[config.mk]
export PLATFORM = sky130hd
export DESIGN_NAME = noc_fault_inject_ctrl
export DESIGN_NICKNAME = d
export VERILOG_FILES = /design/src/rtl/noc_fault_inject_ctrl.sv
export SDC_FILE = /design/constraint.sdc
export NUM_CORES = 1
export LEC_CHECK = 0
export ABC_AREA = 1
export CAP_MARGIN = 20
export CORE_UTILIZATION = 34
export CTS_CLUSTER_DIAMETER = 40
export CTS_CLUSTER_SIZE = 40
export DETAILED_ROUTE_END_ITERATION = 7
export PLACE_DENSITY = 0.56
export SLEW_MARGIN = 20
export SYNTH_ARGS = -nofsm -noshare
export SYNTH_HDL_FRONTEND = slang
export SYNTH_SLANG_ARGS = --single-unit
[constraint.sdc]
create_clock -name clk -period 4.9 [get_ports clk]
set_input_delay 0.49 -clock clk [delete_from_list [all_inputs] [get_ports clk]]
set_output_delay 0.49 -clock clk [all_outputs]
set_load 0.01 [all_outputs]
[src/rtl/noc_fault_inject_ctrl.sv]
// Fault-injection controller: decodes multi-flit host commands into per-node
// link-fault enables, with permanent set/clear and auto-expiring transients.
module noc_fault_inject_ctrl #(
  parameter int X       = 3,
  parameter int Y       = 3,
  parameter int LINKS   = 8,
  parameter int TIMER_W = 16
) (
  input  logic                         clk,
  input  logic                         rst_n,
  // Command flit packed as {valid, last, data[15:0]}.
  input  logic [17:0]                  flit_in,
  output logic                         flit_in_ready,
  output logic [X*Y-1:0][LINKS-1:0]    fim_en,
  output logic                         cmd_done,
  output logic                         cmd_err
);

  localparam int NODES = X * Y;
  localparam int NW    = (NODES > 1) ? $clog2(NODES) : 1;

  typedef enum logic [1:0] {S_IDLE, S_MASK, S_DUR, S_DRAIN} state_e;
  typedef enum logic [1:0] {OP_SET, OP_CLR, OP_TRANS, OP_CLR_ALL} op_e;

  logic        flit_valid;
  logic        flit_last;
  logic [15:0] flit_data;
  logic [3:0]  hdr_opcode;
  logic [7:0]  hdr_node;
  logic        hdr_ok;

  assign flit_valid = flit_in[17];
  assign flit_last  = flit_in[16];
  assign flit_data  = flit_in[15:0];
  assign hdr_opcode = flit_data[15:12];
  assign hdr_node   = flit_data[7:0];
  assign hdr_ok     = (hdr_opcode <= 4'd3) && (hdr_node < 8'(NODES));

  state_e            state_q;
  op_e               op_q;
  logic [NW-1:0]     node_q;
  logic [LINKS-1:0]  mask_q;
  logic              done_q;
  logic              err_q;
  logic              ready_q;

  logic [NODES-1:0][LINKS-1:0]   perm_q,  perm_d;
  logic [NODES-1:0][LINKS-1:0]   trans_q, trans_d;
  logic [NODES-1:0][TIMER_W-1:0] timer_q, timer_d;
  logic [NODES-1:0][LINKS-1:0]   fim_en_q, fim_en_d;

  // A command takes effect only on its well-formed final flit.
  logic commit_set, commit_clr, commit_trans, commit_clr_all;

  assign commit_set     = flit_valid && flit_last && (state_q == S_MASK) && (op_q == OP_SET);
  assign commit_clr     = flit_valid && flit_last && (state_q == S_MASK) && (op_q == OP_CLR);
  assign commit_trans   = flit_valid && flit_last && (state_q == S_DUR);
  assign commit_clr_all = flit_valid && flit_last && (state_q == S_IDLE) && hdr_ok
                          && (hdr_opcode == 4'd3);

  always_ff @(posedge clk or negedge rst_n) begin
    if (!rst_n) begin
      state_q <= S_IDLE;
      op_q    <= OP_SET;
      node_q  <= '0;
      mask_q  <= '0;
      done_q  <= 1'b0;
      err_q   <= 1'b0;
      ready_q <= 1'b0;
    end else begin
      // NOTE: state is updated with non-blocking assignments so every register
      // samples the pre-edge values, independent of statement order.
      ready_q <= 1'b1;
      done_q  <= 1'b0;
      err_q   <= 1'b0;
      if (flit_valid) begin
        unique case (state_q)
          S_IDLE: begin
            op_q   <= op_e'(hdr_opcode[1:0]);
            node_q <= hdr_node[NW-1:0];
            if (!hdr_ok) begin
              err_q   <= 1'b1;
              state_q <= flit_last ? S_IDLE : S_DRAIN;
            end else if (hdr_opcode == 4'd3) begin
              if (flit_last) begin
                done_q <= 1'b1;
              end else begin
                err_q   <= 1'b1;
                state_q <= S_DRAIN;
              end
            end else if (flit_last) begin
              err_q <= 1'b1;
            end else begin
              state_q <= S_MASK;
            end
          end
          S_MASK: begin
            mask_q <= flit_data[LINKS-1:0];
            if (op_q == OP_TRANS) begin
              if (flit_last) begin
                err_q   <= 1'b1;
                state_q <= S_IDLE;
              end else begin
                state_q <= S_DUR;
              end
            end else begin
              done_q  <= flit_last;
              err_q   <= !flit_last;
              state_q <= flit_last ? S_IDLE : S_DRAIN;
            end
          end
          S_DUR: begin
            done_q  <= flit_last;
            err_q   <= !flit_last;
            state_q <= flit_last ? S_IDLE : S_DRAIN;
          end
          S_DRAIN: begin
            if (flit_last) state_q <= S_IDLE;
          end
          default: state_q <= S_IDLE;
        endcase
      end
    end
  end

  // Expiry is applied first; an explicit command on the same node overrides it.
  always_comb begin
    // NOTE: every variable gets a default before any conditional update so the
    // block stays purely combinational.
    perm_d  = perm_q;
    trans_d = trans_q;
    timer_d = timer_q;
    for (int n = 0; n < NODES; n++) begin
      if (timer_q[n] != '0) timer_d[n] = timer_q[n] - TIMER_W'(1);
      if (timer_q[n] == TIMER_W'(1)) trans_d[n] = '0;
    end

    if (commit_set) begin
      perm_d[node_q] = perm_q[node_q] | flit_data[LINKS-1:0];
    end
    if (commit_clr) begin
      perm_d[node_q]  = perm_q[node_q]  & ~flit_data[LINKS-1:0];
      trans_d[node_q] = trans_q[node_q] & ~flit_data[LINKS-1:0];
    end
    if (commit_trans) begin
      trans_d[node_q] = mask_q;
      timer_d[node_q] = flit_data[TIMER_W-1:0];
    end
    if (commit_clr_all) begin
      perm_d  = '0;
      trans_d = '0;
      timer_d = '0;
    end

    for (int n = 0; n < NODES; n++) begin
      fim_en_d[n] = perm_d[n] | ((timer_d[n] != '0) ? trans_d[n] : '0);
    end
  end

  always_ff @(posedge clk or negedge rst_n) begin
    if (!rst_n) begin
      // NOTE: the fault state is reset explicitly; it drives live fault enables
      // and must never come up with stale faults injected.
      perm_q   <= '0;
      trans_q  <= '0;
      timer_q  <= '0;
      fim_en_q <= '0;
    end else begin
      perm_q   <= perm_d;
      trans_q  <= trans_d;
      timer_q  <= timer_d;
      fim_en_q <= fim_en_d;
    end
  end

  assign flit_in_ready = ready_q;
  assign fim_en        = fim_en_q;
  assign cmd_done      = done_q;
  assign cmd_err       = err_q;

endmodule
==> results of run 1 <==
## layout make-up
class | instances | area (um^2)
sequential | 379 | 9484
clock buffer | 93 | 2120
multi-input combinational | 2561 | 11860
timing repair buffer | 131 | 1289
clock inverter | 43 | 483.0
fill | 7427 | 41670
inverter | 648 | 2440
tap | 940 | 1176
## metrics by stage
stage | instances | hold slack, ps | util, % | setup WS [ps] | area [um^2]
global placement | 4658 | 586.1 | 37.21 | 1169 | 26240
detailed placement | 4658 | 577.4 | 37.21 | 1171 | 26240
global route | 4795 | 570.8 | 40.91 | 856.1 | 28850
CTS | 4795 | 519.7 | 40.91 | 1168 | 28850
floorplan | 3717 | 194.4 | - | 2773 | 24430
finish | 4795 | 504.5 | 40.91 | 984.1 | 28850
## power breakdown
group | switching (mW) | total (mW) | internal [mW]
combinational | 4.37 | 6.79 | 2.42
clock | 1.87 | 5.32 | 3.45
sequential | 1.13 | 5.65 | 4.52
total | 7.37 | 17.8 | 10.4
## worst max-delay path: stages (launching register included)
cell and delay, ps:
dfrtp_1 430, nor2_4 680, nand3_1 530, nor2_4 510, inv_2 410, nor2_1 210
nor2_1 60, nand2_1 90, nand4_1 140, nor2_1 180, nand3_2 270, nand2_1 180
nand2_1 70
## placed cells by master, fill, tap and decap left out, drive strengths merged
cell           Yosys  final
dlygate4sd3        0      1
dfrtp            379    379
a21oi            259    259
clkinv            20     41
nand4             45     45
o211ai             1      1
bufinv             0      7
o22ai              8      8
nand2           1173   1173
o21bai            79     79
xor2               7      7
a22o               6      6
o21ai            104    104
nand3            450    450
clkbuf            41     93
clkinvlp           0      9
buf               88     37
a31oi             10     10
and2              10     10
inv              628    634
nor3               1      1
a21boi            40     40
clkdlybuf4s50      0     93
nor2             329    329
conb               1      1
or2               12     12
nand3b             5      5
ha                21     21
## worst paths after layout
| path | to | slack (ps) | depth (start not counted) |
|---|---|---|---|
| min reg2reg | op_q[0] | 600 | 2 |
| max reg2reg | fim_en[71] | 980 | 12 |
| max in group asynchronous | timer_q[12] | 3110 | 3 |
| max | fim_en[71] | 980 | 12 |
| min | fim_en[32] | 500 | 2 |
| min in group clk | op_q[0] | 550 | 3 |
## flip-flops by register name (all words and copies together) (netlist names)
signal         cells
op_q               2
timer_q          144
trans_q           72
state_q            2
perm_q            72
fim_en            72
cmd_done           1
mask_q             8
flit_in_ready      1
cmd_err            1
node_q             4
## routing by layer
layer | vias to the layer above | global-route usage, % | share of wire, %
met1 | 11550 | 33.55 | 44
met2 | 1063 | 39.34 | 45
met3 | 212 | 3.530 | 7.3
met5 | - | 0 | 0.014
li1 | 11830 | - | -
met4 | 2 | 10.23 | 3.7
## logic make-up (layout without fill, tap and decap cells)
kind of cell	Yosys count	after routing
other	1	1
AND/OR/NAND/NOR	2025	2025
AO/OA/AOI/OAI	507	507
XOR/XNOR	7	7
adder cells (fa/ha/maj)	21	21
flip-flops	379	379
buffers and inverters	777	915
==> run metrics, run 1 <==
ANT nets after route=0; Diodes inserted=0; Synth Cell Area=about 24000 um^2; Tot Pwr=17.76 mW; EDFF count, synth=0; largest net degree at the start of global routing=97; drt pass-1 iters=6; synth cell count leaders=1155 x nand2_1, 598 x inv_1, 442 x nand3_1, 379 x dfrtp_1, 302 x nor2_1; status=finished clean; Final min period=~3900 ps; Cell variety after synth=39; maximum capacitance violations=0; post_cts resized=0; syn nets=roughly 3800; die area=roughly 73000 um^2; H-tree levels=3; FF+latch count, synth=between 300 and 400; Post-DP HPWL=62810 um; RSZ-0062 raised after global routing=no; first-pass GRT wire length=140300 um; Buffers on Ports=94; GRT overflow=0; GP Congestion=just over 0.9; worst-skew pair later-pin latency=between 600 and 700 ps; Synth Area in Compound Gates=a little under an eighth; Post-Synthesis Cells=around 3700; Critical Path RT=about 5400 ps; CP Max Fanout=37; routed vias=24650; Lkg Pwr=between 15 and 20 nW; kind of critical path=register to register; CTS max path bufs=3; fin nets=approximately 3800; VDD IR max=just over 0.3 mV; antenna violations before repair=1; Worst Max-Slew Pin Slew=~1100 ps; Die Ht=270.1 um; synthesized area per cell=about 6.6 um^2; Global Route Usage Sum=24.73%; Hold-fix buffers, CTS=1; Core Region=between 70000 and 80000 um^2; Main synth FF type=dfrtp_1; DRT iter0 DRCs=about 2400; CP Launch Type=register; adder-cell share of the synthesized area=under 10%; Initial Util=between 30 and 40%; DR DRC count=0; Clock Pin Slew Worst Setup and Hold Paths=~50 ps; total wire length=just over 90000 um; Setup Fix Bufs, Post-CTS=0; # IOs=95; Post-synth ARST share=100.0%; CP endpoint kind=register; setup TNS=0 ps; Relative slew margins=between 20% and 30%; Tcrit/Tclk final=79.92%; final clock skew=roughly 33 ps; Power Density=between 600 and 700 nW/um^2; proportion of layout cells with a drive suffix above 1=6.848%; R2R Path Start=node_q[0]; Core Rows=97; mux share of post-synthesis cell area=0%; sequential share of the synthesized area=38.81%; endpoints failing setup=0; share of Yosys cell area claimed by the top area cell type=around two fifths; Die Width=270.1 um; Hold Crit Class=input pin to asynchronous set/reset pin; Pins Over Slew Limit=0; vias in the first global route=~24000; CTS tree=yes; crit path DAT=between 4000 and 5000 ps; total CTS buffers=76; Final Hold Vio Count=0; Routed WL per cell=18.98 um; top cells by area, synth=dfrtp_1 39%, nand2_1 18%, inv_1 9.2%; clock tree root buffer cell=clkbuf_16; routed vias/inst=just over 5; yosys warns=0; Synth Area in XOR/XNOR=0.2509%; largest family of logic cells by synthesized area=simple AND/OR/NAND/NOR gates; Sink Count=between 300 and 400; area leader, netlist=dfrtp_1; Critical Path Source=node_q[0]; post-synthesis simple-gate area fraction=roughly 35%; most numerous cell in the Yosys netlist=nand2_1; area grow syn2layout=18.07%; max frequency=between 0.2 and 0.3 GHz
Note: power is estimated with default switching activity, not from simulation.
==> inputs of run 2 (changes only) <==
==> constraint.sdc (replaced) <==
create_clock -name clk -period 3.98 [get_ports clk]
set_input_delay 0.398 -clock clk [delete_from_list [all_inputs] [get_ports clk]]
set_output_delay 0.398 -clock clk [all_outputs]
set_load 0.01 [all_outputs]
==> run 2 against run 1 <==
Fmax grew 18%. Wire length grew 4.5%. Via count up 0.47%. First-iteration DRC count is 7.6% higher. Combinational power is 32% higher. Worst hold slack worse by 29 ps. Die area unchanged. Power up 28%. Utilization rose by 0.37 points. Cell count rose by 0.60%. Largest power group unchanged.
==> run metrics, run 2 (same netlist as run 1, synthesis figures left out) <==
status=finished clean; kind of critical path=register to register; Core Region=70510 um^2 (unchanged); Layout Utilization=41.28% (+0.37 points); CP Launch Type=register; maximum capacitance violations=0 (unchanged); DR DRC count=0 (unchanged); clock tree root buffer cell=clkbuf_16; Hold Startpoint=flit_in[12]; Global Route Usage Sum=25.86% (+1.1 points); worst-skew pair later-pin latency=610 ps (-20 ps); Sink Count=379 (unchanged); final std cells w/o fill=4824 (+0.60%); # IOs=95 (unchanged); Critical Path RT=4450 ps (-950 ps); Post-Place Setup Slack=650.6 ps (-520.7 ps); Top reg by flops=timer_q; Core Rows=97 (unchanged); commonest non-fill, non-tap cell in the layout=nand2_1; Placed Cells=4686 (+0.60%); Routed WL per cell=19.72 um (+3.9%); Int Power=13.12 mW (+26%); CTS tree=yes; most frequent cells in the layout=1155 x nand2_1, 598 x inv_1, 442 x nand3_1; Buffers on Ports=94 (unchanged); routed vias=24770 (+0.47%); CTS max path bufs=3 (unchanged); setup TNS=0 ps (unchanged); worst-path cell chain=nand2_1, clkinv_1, buf_4, nand2_1, nand2_1, o21ai_0, nand3_1, buf_4, nand3_1, nand2_1, nand2_1, o21bai_1, nand2_1; Setup Fix Bufs, Post-CTS=0 (unchanged); crit path DAT=3780 ps (-630 ps); Gate power share=39.5% (+1.3 points); Die Ht=270.1 um (unchanged); R2R Path Start=node_q[1]; largest net degree at the start of global routing=126 (+30%); Relative slew margins=38.27% (+10 points); Clock Pin Slew Worst Setup and Hold Paths=50 ps (about the same); Register-to-Register Path Depth=13 (+1); die area=72940 um^2 (unchanged); Worst Max-Slew Pin Slew=925.0 ps (-142.5 ps); met2 Use GR=38.74% (-0.60 points); final clock skew=23.08 ps (-10.10 ps); Setup WS post-layout=662.7 ps (-321.5 ps); Hold-fix buffers, CTS=1 (unchanged); total wire length=95130 um (+4.5%); Buf/Inv on CP=3 (+2); CP Max Fanout=16 (-57%); GRT Max-Usage Layer=met2; # fillers=7378 (-0.66%); Power Density=779.4 nW/um^2 (+27%); area grow syn2layout=19.13%; GRT overflow=0 (unchanged); CP top delay family=buffers and inverters; Diodes inserted=0 (unchanged); Worst path max stage delay=490 ps (-190 ps); max frequency=0.3014 GHz (+18%); Hold Crit Class=input pin to register; Die Width=270.1 um (unchanged); CP dominant cell by count=nand2_1; fin nets=3865 (+0.70%); RSZ-0062 raised after global routing=no; Placed Area=26450 um^2 (+0.80%); GP Congestion=0.9448 (+3.7%); drt pass-1 iters=6 (unchanged); VDD IR max=0.4283 mV (+41%); DRT iter0 DRCs=2617 (+7.6%); Crit-path slowest cell=clkinv_1; post-layout instance area=29110 um^2 (+0.90%); routed vias/inst=5.135 (-0.13%); first-pass GRT wire length=143800 um (+2.5%); hold_ws=475.0 ps (-29.48 ps); CP endpoint kind=register; Tot Pwr=22.69 mW (+28%); post_cts resized=0 (unchanged); met1 Use GR=35.74% (+2.2 points); total CTS buffers=75 (-1.3%); Lkg Pwr=15.19 nW (+1.0%); Tcrit/Tclk final=83.35% (+3.4 points); vias in the first global route=23250 (-1.5%); clock share of power=29.5% (-0.5 points); Pins Over Slew Limit=0 (unchanged); H-tree levels=3 (unchanged); Final Hold Vio Count=0 (unchanged); RR Endpoint=fim_en[42]; Net Sw Frac=42.19% (+0.70 points); sequential share of power=31.0% (-0.8 points); ANT nets after route=0 (unchanged); Initial Util=34.65% (unchanged); endpoints failing setup=0 (unchanged); Post-DP HPWL=65480 um (+4.3%); sw power=9.570 mW (+30%); Hold Path Sink=op_q[0]; Largest register FFs=144 (unchanged); antenna violations before repair=1 (unchanged); met3 GRT Util=5.654% (+2.1 points); R2R Setup Slk=660 ps (-320 ps); Final min period=3317 ps (-598.5 ps); proportion of layout cells with a drive suffix above 1=7.492% (+0.64 points); Worst Hold Depth=3
-- run 2: cell count changes in the layout (fill, tap and decap cells not counted), moves of 2 or more --
cell and change:
clkinvlp_4 +3, buf_4 +28, clkinv_2 -3, clkinv_4 -3
clkbuf_1 +2, bufinv_16 +2, clkinv_8 -2, clkbuf_8 +3
-- run 2: area by class of cell --
class,instances,area (um^2),area share (%)
flip-flops and latches,379,9484,32.58
well taps,940,1176,4.041
inverters,648,2440,8.382
repair buffers,159,1499,5.150
clock buffers,98,2168,7.449
clock inverters,39,483.0,1.659
multi-input cells,2561,11860,40.74
-- run 2: worst max-delay path by stage --
stage	start	end	slack [ps]	cells past startpoint
after floorplan	timer_q[128]	fim_en[64]	1850	14
after global placement	flit_in[15]	fim_en[0]	730	14
after detailed placement	flit_in[15]	fim_en[0]	650	14
after CTS	node_q[0]	fim_en[22]	800	13
after global routing	node_q[0]	fim_en[21]	490	13
final	node_q[1]	fim_en[42]	660	13
-- run 2: worst register-to-register path, stage by stage, from the launching register on --
cell	delay, ps
dfrtp_1	440
nand2_1	100
clkinv_1	490
buf_4	430
nand2_1	90
nand2_1	150
o21ai_0	220
nand3_1	410
buf_4	360
nand3_1	90
nand2_1	60
nand2_1	80
o21bai_1	160
nand2_1	100
-- run 2: layer usage --
metal,vias up,routed length [um]
met2,1123,40860
met4,2,3924
met5,-,9
met3,211,8919
li1,11860,-
met1,11570,41420
-- run 2: power by group through the flow --
stage | clock network, mW | logic, mW | registers (mW)
6_report | 6.68 | 8.97 | 7.04
5_1_grt | 6.94 | 9.94 | 7.20
3_5_place_dp | 0 | 8.75 | 7.01
2_1_floorplan | 0 | 5.36 | 6.62
4_1_cts | 6.74 | 8.79 | 6.99
3_3_place_gp | 0 | 8.70 | 7.05
